<file path="src/rtl/dplca_txop_table_if.sv">
`default_nettype none
// ============================================================================
//  Module   : dplca_txop_table_if
//  Purpose  : Signal bundle between the PLCA control state diagram and the
//             DPLCA TXOP table manager.
//  Signals  : dplca_en             - DPLCA enable (0 holds the table cleared)
//             dplca_aging          - 1 = unclaimed TXOPs age
//             dplca_txop_claim     - 2'b01 = CLAIMED, other codes UNCLAIMED
//             dplca_txop_end       - high while control FSM in NEXT_TX_OPPORTUNITY
//             dplca_txop_id        - ID of the TXOP that just ended
//             dplca_txop_table_upd - table update complete handshake
//             dplca_node_count     - derived PLCA node count
//             table_state          - manager FSM state
//             busy                 - manager not idle
//  Modports : master = control side (drives the requests)
//             slave  = table manager
//  Revision : 1.0 - initial release
// ============================================================================
interface dplca_txop_table_if;
  logic       dplca_en;
  logic       dplca_aging;
  logic [1:0] dplca_txop_claim;
  logic       dplca_txop_end;
  logic [7:0] dplca_txop_id;
  logic       dplca_txop_table_upd;
  logic [7:0] dplca_node_count;
  logic [1:0] table_state;
  logic       busy;

  modport master (
    output dplca_en, dplca_aging, dplca_txop_claim, dplca_txop_end, dplca_txop_id,
    input  dplca_txop_table_upd, dplca_node_count, table_state, busy
  );

  modport slave (
    input  dplca_en, dplca_aging, dplca_txop_claim, dplca_txop_end, dplca_txop_id,
    output dplca_txop_table_upd, dplca_node_count, table_state, busy
  );
endinterface
`default_nettype wire

</file>
<file path="src/rtl/dplca_txop_table.sv">
`default_nettype none
// ============================================================================
//  Module   : dplca_txop_table
//  Purpose  : Dynamic PLCA TXOP table manager. Ages a per-TXOP counter on
//             every transmit opportunity end, scans the table for the highest
//             live TXOP, derives the node count and hands a table-updated
//             strobe back to the PLCA control FSM.
//  Ports    : clk   - block clock
//             reset - synchronous, active-high reset
//             bus   - dplca_txop_table_if slave modport (see interface file)
//  Revision : 1.0 - initial release
// ============================================================================
module dplca_txop_table #(
  parameter int TABLE_SIZE = 16,
  parameter int AGE_MAX    = 3,
  parameter int MIN_NC     = 8
) (
  input  wire logic            clk,
  input  wire logic            reset,
  dplca_txop_table_if.slave    bus
);

  localparam int             IDX_W        = (TABLE_SIZE > 1) ? $clog2(TABLE_SIZE) : 1;
  localparam logic [8:0]     c_TABLE_SIZE = 9'(TABLE_SIZE);
  localparam logic [7:0]     c_AGE_MAX    = 8'(AGE_MAX);
  localparam logic [7:0]     c_MIN_NC     = 8'(MIN_NC);
  localparam logic [IDX_W-1:0] c_LAST_IDX = IDX_W'(TABLE_SIZE - 1);

  typedef enum logic [1:0] {
    S_IDLE   = 2'b00,
    S_UPDATE = 2'b01,
    S_SCAN   = 2'b10,
    S_DONE   = 2'b11
  } state_t;

  state_t           r_state;
  state_t           w_state_nxt;

  logic [7:0]       r_age [TABLE_SIZE];

  // Input sample stage: the start is the rising edge of the *registered*
  // txop_end, so id/claim are registered alongside it to stay aligned.
  logic             r_end_q;
  logic             r_end_qq;
  logic [7:0]       r_id_q;
  logic             r_claimed_q;

  logic [7:0]       r_cur_id;
  logic             r_cur_claimed;
  logic             r_pend;
  logic [7:0]       r_pend_id;
  logic             r_pend_claimed;

  logic [IDX_W-1:0] r_idx;
  logic [7:0]       r_hi;
  logic             r_upd;
  logic [7:0]       r_nc;

  logic             w_clear;
  logic             w_start;
  logic             w_done_exit;
  logic [7:0]       w_age_sel;
  logic [7:0]       w_hi_nxt;
  logic [8:0]       w_nc_sum;
  logic [7:0]       w_nc_sat;
  logic [7:0]       w_nc;

  assign w_clear     = reset | ~bus.dplca_en;
  assign w_start     = r_end_q & ~r_end_qq;
  assign w_done_exit = (r_state == S_DONE) && !bus.dplca_txop_end;

  // Entry 0 is the coordinator and is always treated as live.
  assign w_age_sel = r_age[r_idx];
  assign w_hi_nxt  = ((r_idx == '0) || (w_age_sel != 8'd0)) ? 8'(r_idx) : r_hi;
  assign w_nc_sum  = {1'b0, w_hi_nxt} + 9'd2;
  assign w_nc_sat  = w_nc_sum[8] ? 8'hFF : w_nc_sum[7:0];
  assign w_nc      = (w_nc_sat < c_MIN_NC) ? c_MIN_NC : w_nc_sat;

  // --------------------------------------------------------------------------
  // FSM
  // --------------------------------------------------------------------------
  always_ff @(posedge clk) begin
    if (w_clear) r_state <= S_IDLE;
    else         r_state <= w_state_nxt;
  end

  always_comb begin
    w_state_nxt = r_state;
    case (r_state)
      S_IDLE:   if (w_start) w_state_nxt = S_UPDATE;
      S_UPDATE: w_state_nxt = S_SCAN;
      S_SCAN:   if (r_idx == c_LAST_IDX) w_state_nxt = S_DONE;
      S_DONE:   if (w_done_exit) w_state_nxt = (r_pend || w_start) ? S_UPDATE : S_IDLE;
      default:  w_state_nxt = S_IDLE;
    endcase
  end

  // --------------------------------------------------------------------------
  // Datapath
  // --------------------------------------------------------------------------
  always_ff @(posedge clk) begin
    if (w_clear) begin
      for (int i = 0; i < TABLE_SIZE; i++) r_age[i] <= 8'd0;
      r_end_q        <= 1'b0;
      r_end_qq       <= 1'b0;
      r_id_q         <= 8'd0;
      r_claimed_q    <= 1'b0;
      r_cur_id       <= 8'd0;
      r_cur_claimed  <= 1'b0;
      r_pend         <= 1'b0;
      r_pend_id      <= 8'd0;
      r_pend_claimed <= 1'b0;
      r_idx          <= '0;
      r_hi           <= 8'd0;
      r_upd          <= 1'b0;
      r_nc           <= c_MIN_NC;
    end else begin
      r_end_q     <= bus.dplca_txop_end;
      r_end_qq    <= r_end_q;
      r_id_q      <= bus.dplca_txop_id;
      r_claimed_q <= (bus.dplca_txop_claim == 2'b01);

      case (r_state)
        S_IDLE: begin
          if (w_start) begin
            r_cur_id      <= r_id_q;
            r_cur_claimed <= r_claimed_q;
          end
        end
        S_UPDATE: begin
          // Out-of-range IDs leave the table untouched; ages saturate at 0.
          if ({1'b0, r_cur_id} < c_TABLE_SIZE) begin
            if (r_cur_claimed)
              r_age[r_cur_id[IDX_W-1:0]] <= c_AGE_MAX;
            else if (bus.dplca_aging && (r_age[r_cur_id[IDX_W-1:0]] != 8'd0))
              r_age[r_cur_id[IDX_W-1:0]] <= r_age[r_cur_id[IDX_W-1:0]] - 8'd1;
          end
          r_idx <= '0;
          r_hi  <= 8'd0;
        end
        S_SCAN: begin
          r_hi  <= w_hi_nxt;
          r_idx <= r_idx + IDX_W'(1);
          if (r_idx == c_LAST_IDX) begin
            r_nc  <= w_nc;
            r_upd <= 1'b1;
          end
        end
        S_DONE: begin
          if (w_done_exit) begin
            r_upd  <= 1'b0;
            r_pend <= 1'b0;
            // A start seen on the exit cycle is newer than anything pending.
            if (w_start) begin
              r_cur_id      <= r_id_q;
              r_cur_claimed <= r_claimed_q;
            end else if (r_pend) begin
              r_cur_id      <= r_pend_id;
              r_cur_claimed <= r_pend_claimed;
            end
          end
        end
        default: ;
      endcase

      // One-deep pending slot, last start wins.
      if (w_start && (r_state != S_IDLE) && !w_done_exit) begin
        r_pend         <= 1'b1;
        r_pend_id      <= r_id_q;
        r_pend_claimed <= r_claimed_q;
      end
    end
  end

  assign bus.dplca_txop_table_upd = r_upd;
  assign bus.dplca_node_count     = r_nc;
  assign bus.table_state          = r_state;
  assign bus.busy                 = (r_state != S_IDLE);

endmodule
`default_nettype wire
</file>
<file path="src/flat_wrapper.sv">
// flat-port wrapper written by rule: the top's interface ports become plain ports
module dplca_txop_table_flat 
#(
  parameter int TABLE_SIZE = 16,
  parameter int AGE_MAX    = 3,
  parameter int MIN_NC     = 8
)
  (clk, reset, bus_dplca_en, bus_dplca_aging, bus_dplca_txop_claim, bus_dplca_txop_end, bus_dplca_txop_id, bus_dplca_txop_table_upd, bus_dplca_node_count, bus_table_state, bus_busy);
  dplca_txop_table_if bus_i ();
  input  wire logic clk;
  input  wire logic reset;
  input wire logic [$bits(bus_i.dplca_en)-1:0] bus_dplca_en;
  input wire logic [$bits(bus_i.dplca_aging)-1:0] bus_dplca_aging;
  input wire logic [$bits(bus_i.dplca_txop_claim)-1:0] bus_dplca_txop_claim;
  input wire logic [$bits(bus_i.dplca_txop_end)-1:0] bus_dplca_txop_end;
  input wire logic [$bits(bus_i.dplca_txop_id)-1:0] bus_dplca_txop_id;
  output wire logic [$bits(bus_i.dplca_txop_table_upd)-1:0] bus_dplca_txop_table_upd;
  output wire logic [$bits(bus_i.dplca_node_count)-1:0] bus_dplca_node_count;
  output wire logic [$bits(bus_i.table_state)-1:0] bus_table_state;
  output wire logic [$bits(bus_i.busy)-1:0] bus_busy;
  assign bus_i.dplca_en = bus_dplca_en;
  assign bus_i.dplca_aging = bus_dplca_aging;
  assign bus_i.dplca_txop_claim = bus_dplca_txop_claim;
  assign bus_i.dplca_txop_end = bus_dplca_txop_end;
  assign bus_i.dplca_txop_id = bus_dplca_txop_id;
  assign bus_dplca_txop_table_upd = bus_i.dplca_txop_table_upd;
  assign bus_dplca_node_count = bus_i.dplca_node_count;
  assign bus_table_state = bus_i.table_state;
  assign bus_busy = bus_i.busy;
  dplca_txop_table #(.TABLE_SIZE(TABLE_SIZE), .AGE_MAX(AGE_MAX), .MIN_NC(MIN_NC)) u_core (.clk(clk), .reset(reset), .bus(bus_i));
endmodule
</file>
<file path="config.mk">
export PLATFORM = sky130hd
export DESIGN_NAME = dplca_txop_table_flat
export DESIGN_NICKNAME = d
export VERILOG_FILES = /design/src/rtl/dplca_txop_table_if.sv /design/src/rtl/dplca_txop_table.sv /design/src/flat_wrapper.sv
export SDC_FILE = /design/constraint.sdc
export NUM_CORES = 1
export LEC_CHECK = 0
export CAP_MARGIN = 20
export CORE_MARGIN = 2
export CORE_UTILIZATION = 50
export CTS_CLUSTER_SIZE = 14
export DETAILED_ROUTE_END_ITERATION = 16
export HOLD_SLACK_MARGIN = 0.08
export PLACE_DENSITY = 0.67
export SLEW_MARGIN = 20
export SYNTH_ARGS = -nofsm -noshare
export SYNTH_HDL_FRONTEND = slang
export SYNTH_SLANG_ARGS = --single-unit
export TNS_END_PERCENT = 5
</file>
<file path="constraint.sdc">
create_clock -name clk -period 11.6 [get_ports clk]
set_clock_uncertainty 0.15 [all_clocks]
set_input_delay 1.16 -clock clk [delete_from_list [all_inputs] [get_ports clk]]
set_output_delay 1.16 -clock clk [all_outputs]
set_load 0.02 [all_outputs]
</file>
==> results of run 1 <==
## power by group
group          internal [uW]  switching (uW)  leakage [uW]  total (uW)
Sequential               738            14.2       0.00192         752
Clock                    322             262      0.000277         585
Combinational           32.0            48.3       0.00117        80.3
Total                   1090             325       0.00337        1420
## per-stage QoR
stage                     power, uW  setup slack, ps
after global routing           1457             6912
after floorplan               818.5             7669
final                          1417             7151
after CTS                      1420             7211
after detailed placement      846.0             6883
after global placement        843.1             6988
## layout by cell type (no fill, tap or decap), drive strengths merged, types with 3 or more instances in the layout
cell	instances
nand4	10
ha	9
mux2i	15
nand2	67
dfxtp	61
or3	4
a41oi	3
clkinvlp	4
and2	17
clkinv	3
nor4b	3
a22oi	10
a211oi	3
edfxtp	128
nor3b	5
a221o	5
inv	20
a311oi	9
a21oi	17
nor4	27
nand2b	8
mux4	33
nor2	162
clkbuf	18
nand3	33
o21ai	9
or4b	13
nor2b	8
mux2	7
nor3	20
xor2	5
o2111ai	4
buf	4
clkdlybuf4s50	26
## worst reg2reg max path, delay by kind of cell (launching register included)
kind	cells	cell delay [ps]
simple gates	5	2150
mux	1	650
buf+inv	1	500
flops	1	320
compound gates	1	320
## layout make-up
cell class | count | share of cell area [%]
Sequential cell | 189 | 51.10
Multi-Input combinational cell | 536 | 36.58
Tap cell | 229 | 2.890
Timing Repair Buffer | 30 | 2.928
Clock inverter | 14 | 1.603
Clock buffer | 18 | 4.329
Inverter | 15 | 0.5680
## kinds of logic (layout without fill, tap and decap cells)
kind of cell    after synthesis  in the layout  synth area share, %
compound gates               79             79                6.484
buf+inv                      80             77                4.216
fa+ha+maj                     9              9                1.244
simple gates                387            387                20.78
mux                          55             55                10.74
xor+xnor                      6              6               0.5806
flops                       189            189                55.96
## worst max path at each step
stage          cells after the start          startpoint                             end  slack [ps]
6_report                           8                flop              u_core.r_age[5][5]        7150
5_1_grt                           12                flop  u_core.bus.dplca_node_count[2]        6910
4_1_cts                            8                flop              u_core.r_age[5][5]        7210
3_5_place_dp                       7        bus_dplca_en              u_core.r_age[7][1]        6880
3_3_place_gp                       7        bus_dplca_en              u_core.r_age[4][1]        6990
2_1_floorplan                     14  u_core.r_age[2][2]  u_core.bus.dplca_node_count[2]        7670
## sequential cells by signal (all words and copies together) (netlist names), 2 cells and up, named ones only
| signal | count |
|---|---|
| u_core.r_hi | 8 |
| u_core.r_idx | 4 |
| u_core.r_age | 128 |
| u_core.bus.dplca_node_count | 8 |
| u_core.r_pend_id | 8 |
| u_core.r_id_q | 8 |
| u_core.r_cur_id | 8 |
| u_core.bus.table_state | 2 |
## layer usage
layer	share of wire, %	vias to the layer above	track usage, %
li1	-	2925	-
met1	41	3155	29.55
met2	50	235	37.52
met3	6.3	37	4.593
met4	2.6	0	8.700
met5	0	-	0
==> results.sh, run 1 <==
export IMPL_post_cts_setup_buffers=0
export IMPL_hold_viol=0
export IMPL_first_global_vias=6198
export IMPL_detail_route_drc_violations=0
export IMPL_design_die_area_mm2=0.01919
export IMPL_seq_area_mm2=0.005066
export IMPL_worstHoldEndpoint="u_core.r_hi[4]"
export IMPL_post_dp_cell_area_mm2=0.009314
export IMPL_cts_tree="built"
export IMPL_status="complete, no violations"
export IMPL_worst_setup_path_end_kind="flop"
export IMPL_postSynthAreaPerCell_um2=11.24
export IMPL_crit_path_frequent_cell="sky130_fd_sc_hd__nand2_1"
export IMPL_io_pin_count=27
export IMPL_post_layout_nonfiller_instances=1031
export IMPL_ys_warnings_count=0
export IMPL_routed_wl_per_cell_um=20.33
export IMPL_layout_cell_area_non_filler_mm2=0.009913
export IMPL_utilization_after_layout_pct=55.56
export IMPL_detailedRoute_firstIterationViolations=524
export IMPL_die_width_um=138.5
export IMPL_synth_most_common_cell="sky130_fd_sc_hd__nor2_1"
export IMPL_final_hold_worst_slack_ps=314.8
export IMPL_ys_top_cells_by_area="sky130_fd_sc_hd__edfxtp_1, sky130_fd_sc_hd__dfxtp_1, sky130_fd_sc_hd__mux4_2"
export IMPL_ys_async_sr_fraction_pct=0
export IMPL_number_of_cells_on_the_worst_reg_to_reg_path=8
export IMPL_unrepaired_setup_endpoints_after_global_routing="false"
export IMPL_placeableCoreArea_mm2=0.01784
export IMPL_mappedNetlistArea_mm2=0.009051
export IMPL_drt_pass1_iter_count=7
export IMPL_post_route_cells_drive_above_1_share_pct=11.97
export IMPL_place_hpwl_um=15000
export IMPL_timing_worst_setup_path_type="reg -> reg"
export IMPL_cts_root_to_sink_buffers=2
export IMPL_ys_seq_elements=189
export IMPL_least_margin_pin_slew_ps=964.8
export IMPL_row_count=49
export IMPL_min_path_cells=2
export IMPL_design_final_nets=813
export IMPL_area_used_by_multi_input_combinational_logic_mm2=0.003626
export IMPL_placement_io_buffers=26
export IMPL_path_delay_family="simple AND/OR/NAND/NOR gates"
export IMPL_synthesis_instances=805
export IMPL_fillers=1495
export IMPL_synthToLayoutAreaGrowth_pct=9.524
export IMPL_reg2reg_to="u_core.r_age[5][5]"
export IMPL_vias_per_cell=6.161
export IMPL_timing_hold_worst_class="reg -> reg"
export IMPL_critPathArrivalTime_ps=4380
export IMPL_grt_antenna_before_repair=0
export IMPL_dp_cells=999
export IMPL_cts_repair_resizes=0
export IMPL_cap_violations=0
export IMPL_max_freq_mhz=224.8
export IMPL_maximum_number_of_pins_on_one_net_before_global_route_repair=39
export IMPL_synth_commonest_cells="sky130_fd_sc_hd__nor2_1, sky130_fd_sc_hd__edfxtp_1, sky130_fd_sc_hd__nand2_1, sky130_fd_sc_hd__dfxtp_1"
export IMPL_setup_violations=0
export IMPL_yosysUniqueCellTypes=63
export IMPL_finalWeightedCongestion=0.9175
export IMPL_insertion_delay_ps=430
export IMPL_antenna_cells=0
export IMPL_wire_length_of_the_first_global_routing_pass_um=34040
export IMPL_clk_pin_slew_ps=70
export IMPL_clock_sink_count=189
export IMPL_routed_wirelength_um=20960
export IMPL_die_height_um=138.5
export IMPL_synth_edff_count=128
export IMPL_p_leak_uw=0.003372
export IMPL_cp_data_required_time_ps=11540
export IMPL_worstPathMaxFanout=32
export IMPL_setup_tns_final_ps=0
export IMPL_powerDensity_mw_per_mm2=143.0
export IMPL_postSynth_topFlopCell="sky130_fd_sc_hd__edfxtp_1"
export IMPL_vdd_ir_drop_max_v=0.00009445
export IMPL_synth_top_cell_area_share_pct=42.47
export IMPL_slew_headroom_pct=35.67
export IMPL_final_min_period_over_clock_period_pct=38.35
export IMPL_layout_min_cycle_time_ps=4449
export IMPL_synth_sequential_area_ratio_pct=55.96
export IMPL_worstHoldStart="u_core.r_hi[4]"
export IMPL_effective_utilization_at_floorplan_pct=50.73
export IMPL_postCtsHoldBufs=0
export IMPL_ant_nets=0
export IMPL_synthesis_nets=829
export IMPL_globalRoute_totalOverflow=0
export IMPL_slowest_stage="sky130_fd_sc_hd__nor3b_2"
export IMPL_cpPeakStageDelay_ps=770
export IMPL_worstPathCellList="buf_4 -> mux4_2 -> a22oi_1 -> nand2_1 -> nor4_4 -> nor3b_2 -> or4b_1 -> nand2_1"
export IMPL_tritoncts_num_buffers=17
export IMPL_total_global_routing_track_utilization_pct=22.61
export IMPL_crit_buf_inv=1
export IMPL_clockRootBuffer="sky130_fd_sc_hd__clkbuf_16"
export IMPL_slew_violations=0
export IMPL_vias=6352
export IMPL_r2r_setup_slack_ps=7150
export IMPL_startpoint_type="flop"
export IMPL_synth_largest_area_cell="sky130_fd_sc_hd__edfxtp_1"
export IMPL_htree_depth=4
No activity file was read; power rests on OpenSTA's default activity.
==> run 2, diff against run 1 <==
PLACE_DENSITY = 0.7   (was 0.67)
clock period = 3.6 ns   (was 11.6 ns; I/O delays follow)
==> results.sh, run 2 (synthesis results as in run 1) <==
export IMPL_registers_top_by_ff_count="u_core.r_age"
export IMPL_design_die_area_mm2=0.01919
export IMPL_path_delay_family="compound AO/OA/AOI/OAI gates"
export IMPL_finalWeightedCongestion=0.9172
export IMPL_antenna_cells=0
export IMPL_largest_register_ff_count=128
export IMPL_number_of_cells_on_the_worst_reg_to_reg_path=12
export IMPL_cts_tree="built"
export IMPL_cap_violations=0
export IMPL_htree_depth=4
export IMPL_powerDensity_mw_per_mm2=445.6
export IMPL_finalWorstSetupSlack_ps=57.18
export IMPL_maximum_number_of_pins_on_one_net_before_global_route_repair=39
export IMPL_layout_cell_area_non_filler_mm2=0.01034
export IMPL_status="complete, no violations"
export IMPL_area_used_by_multi_input_combinational_logic_mm2=0.003652
export IMPL_postCtsHoldBufs=0
export IMPL_row_count=49
export IMPL_worstPathCellList="or4_4 -> nor4_4 -> a311o_1 -> a32oi_1 -> a221o_1 -> mux2_2 -> ha_2 -> buf_4 -> xor2_1 -> o211ai_1 -> mux2i_1 -> a221o_1"
export IMPL_mostFrequentLayoutCell="sky130_fd_sc_hd__nor2_1"
export IMPL_die_height_um=138.5
export IMPL_cell_internal_pwr_uw=3543
export IMPL_vias=6607
export IMPL_worstHoldEndpoint="u_core.bus.dplca_node_count[3]"
export IMPL_timing_hold_worst_class="reg -> reg"
export IMPL_post_route_cells_drive_above_1_share_pct=17.38
export IMPL_layout_cells_most_common_list="sky130_fd_sc_hd__nor2_1, sky130_fd_sc_hd__edfxtp_1, sky130_fd_sc_hd__nand2_1, sky130_fd_sc_hd__dfxtp_1, sky130_fd_sc_hd__buf_4"
export IMPL_cts_root_to_sink_buffers=2
export IMPL_final_min_period_over_clock_period_pct=98.41
export IMPL_seq_area_mm2=0.005069
export IMPL_cp_data_required_time_ps=3780
export IMPL_place_hpwl_um=15290
export IMPL_slew_violations=0
export IMPL_clk_pin_slew_ps=70
export IMPL_slowest_stage="sky130_fd_sc_hd__or4_4"
export IMPL_fillers=1463
export IMPL_insertion_delay_ps=430
export IMPL_share_seq_of_total_power_pct=52.6
export IMPL_max_freq_mhz=282.3
export IMPL_worst_setup_path_end_kind="flop"
export IMPL_placeableCoreArea_mm2=0.01784
export IMPL_crit_path_frequent_cell="sky130_fd_sc_hd__a221o_1"
export IMPL_die_width_um=138.5
export IMPL_tritoncts_num_buffers=17
export IMPL_least_margin_pin_slew_ps=593.3
export IMPL_ant_nets=0
export IMPL_timing_worst_setup_path_type="reg -> reg"
export IMPL_routed_wl_per_cell_um=19.81
export IMPL_placement_io_buffers=26
export IMPL_startpoint_type="flop"
export IMPL_reg2reg_to="u_core.bus.dplca_node_count[2]"
export IMPL_wire_length_of_the_first_global_routing_pass_um=34100
export IMPL_r2r_setup_slack_ps=60
export IMPL_vias_per_cell=6.146
export IMPL_critPathArrivalTime_ps=3720
export IMPL_globalRoute_totalOverflow=0
export IMPL_setup_violations=0
export IMPL_utilization_after_layout_pct=57.94
export IMPL_clock_sink_count=189
export IMPL_routed_wirelength_um=21300
export IMPL_grt_antenna_before_repair=0
export IMPL_post_dp_cell_area_mm2=0.009652
export IMPL_unrepaired_setup_endpoints_after_global_routing="true"
export IMPL_vdd_ir_drop_max_v=0.0003678
export IMPL_detailedRoute_firstIterationViolations=646
export IMPL_p_sw_uw=1063
export IMPL_min_path_cells=2
export IMPL_clockRootBuffer="sky130_fd_sc_hd__clkbuf_16"
export IMPL_worstPathMaxFanout=4
export IMPL_detail_route_drc_violations=0
export IMPL_hold_viol=0
export IMPL_design_final_nets=857
export IMPL_power_frac_comb_pct=6.0
export IMPL_p_leak_uw=0.003596
export IMPL_setup_tns_final_ps=0
export IMPL_first_global_vias=6514
export IMPL_slew_headroom_pct=60.45
export IMPL_crit_buf_inv=1
export IMPL_clockPowerShare_pct=41.4
export IMPL_worst_r2r_startpoint="u_core.r_age[2][2]"
export IMPL_total_global_routing_track_utilization_pct=22.48
export IMPL_proportion_of_total_power_due_to_net_switching_pct=23.07
export IMPL_layout_min_cycle_time_ps=3543
export IMPL_cpPeakStageDelay_ps=540
export IMPL_worstHoldStart="u_core.bus.dplca_node_count[3]"
export IMPL_effective_utilization_at_floorplan_pct=50.73
export IMPL_io_pin_count=27
export IMPL_drt_pass1_iter_count=5
export IMPL_placement_setup_worst_slack_ps=-114.2
export IMPL_synthToLayoutAreaGrowth_pct=14.20
run 2: changes by cell type in the layout (fill, tap and decap cells not counted), sizes merged:
| cell | before | now |
|---|---|---|
| inv | 20 | 23 |
| clkbuf | 18 | 17 |
| buf | 4 | 48 |
| clkinvlp | 4 | 2 |
run 2: worst max-delay path by stage:
stage	from	end	slack, ps	depth (start not counted)
after floorplan	u_core.r_age[2][2]	u_core.bus.dplca_node_count[2]	3	14
final	u_core.r_age[2][2]	u_core.bus.dplca_node_count[2]	60	12
after CTS	flop	u_core.r_age[2][0]	9	9
after global placement	u_core.r_age[2][2]	u_core.bus.dplca_node_count[2]	50	12
after global routing	u_core.r_age[2][3]	u_core.bus.dplca_node_count[2]	-120	12
after detailed placement	u_core.r_age[2][2]	u_core.bus.dplca_node_count[2]	-110	12
run 2: metrics by stage:
stage	power [uW]	instances	hold WS [ps]
2_1_floorplan	2638	805	281.7
3_3_place_gp	2727	1038	304.3
3_5_place_dp	2738	1038	307.4
4_1_cts	4618	1072	302.6
5_1_grt	4752	1075	300.5
6_report	4606	1075	320.4
run 2: routing by layer:
metal  track usage (%)  share of wire (%)  vias to the layer above
li1                  -                  -                     3019
met3             4.800                6.6                       47
met5                 0                  0                        -
met4             8.861                3.1                        0
met2             37.55                 49                      288
met1             28.92                 41                     3253
run 2: repair_timing:
| item | 4_1_cts | 5_1_grt |
|---|---|---|
| gates resized for setup | 4 | 4 |
| endpoints found under the setup margin | 3 | 140 |
| buffers inserted | 2 | 3 |
| pin swaps | 3 | 4 |
| hold endpoints to repair | 0 | 0 |
run 2: layout make-up:
cell class	count	share of cell area [%]
Tap cell	229	2.772
Sequential cell	189	49.04
Inverter	15	0.5447
Clock inverter	15	1.707
Clock buffer	17	4.116
Multi-Input combinational cell	536	35.33
Timing Repair Buffer	74	6.488
run 2: worst register-to-register path, stage by stage (launching register included):
cell	delay, ps
sky130_fd_sc_hd__edfxtp_1	400
sky130_fd_sc_hd__or4_4	540
sky130_fd_sc_hd__nor4_4	220
sky130_fd_sc_hd__a311o_1	200
sky130_fd_sc_hd__a32oi_1	130
sky130_fd_sc_hd__a221o_1	320
sky130_fd_sc_hd__mux2_2	290
sky130_fd_sc_hd__ha_2	200
sky130_fd_sc_hd__buf_4	140
sky130_fd_sc_hd__xor2_1	140
sky130_fd_sc_hd__o211ai_1	280
sky130_fd_sc_hd__mux2i_1	130
sky130_fd_sc_hd__a221o_1	300
run 2: power by group through the flow:
stage / Combinational [uW] / Sequential, uW / Clock [uW]
2_1_floorplan: 189 / 2450 / 0
3_3_place_gp: 259 / 2470 / 0
3_5_place_dp: 266 / 2470 / 0
4_1_cts: 269 / 2420 / 1920
5_1_grt: 298 / 2430 / 2020
6_report: 275 / 2420 / 1910
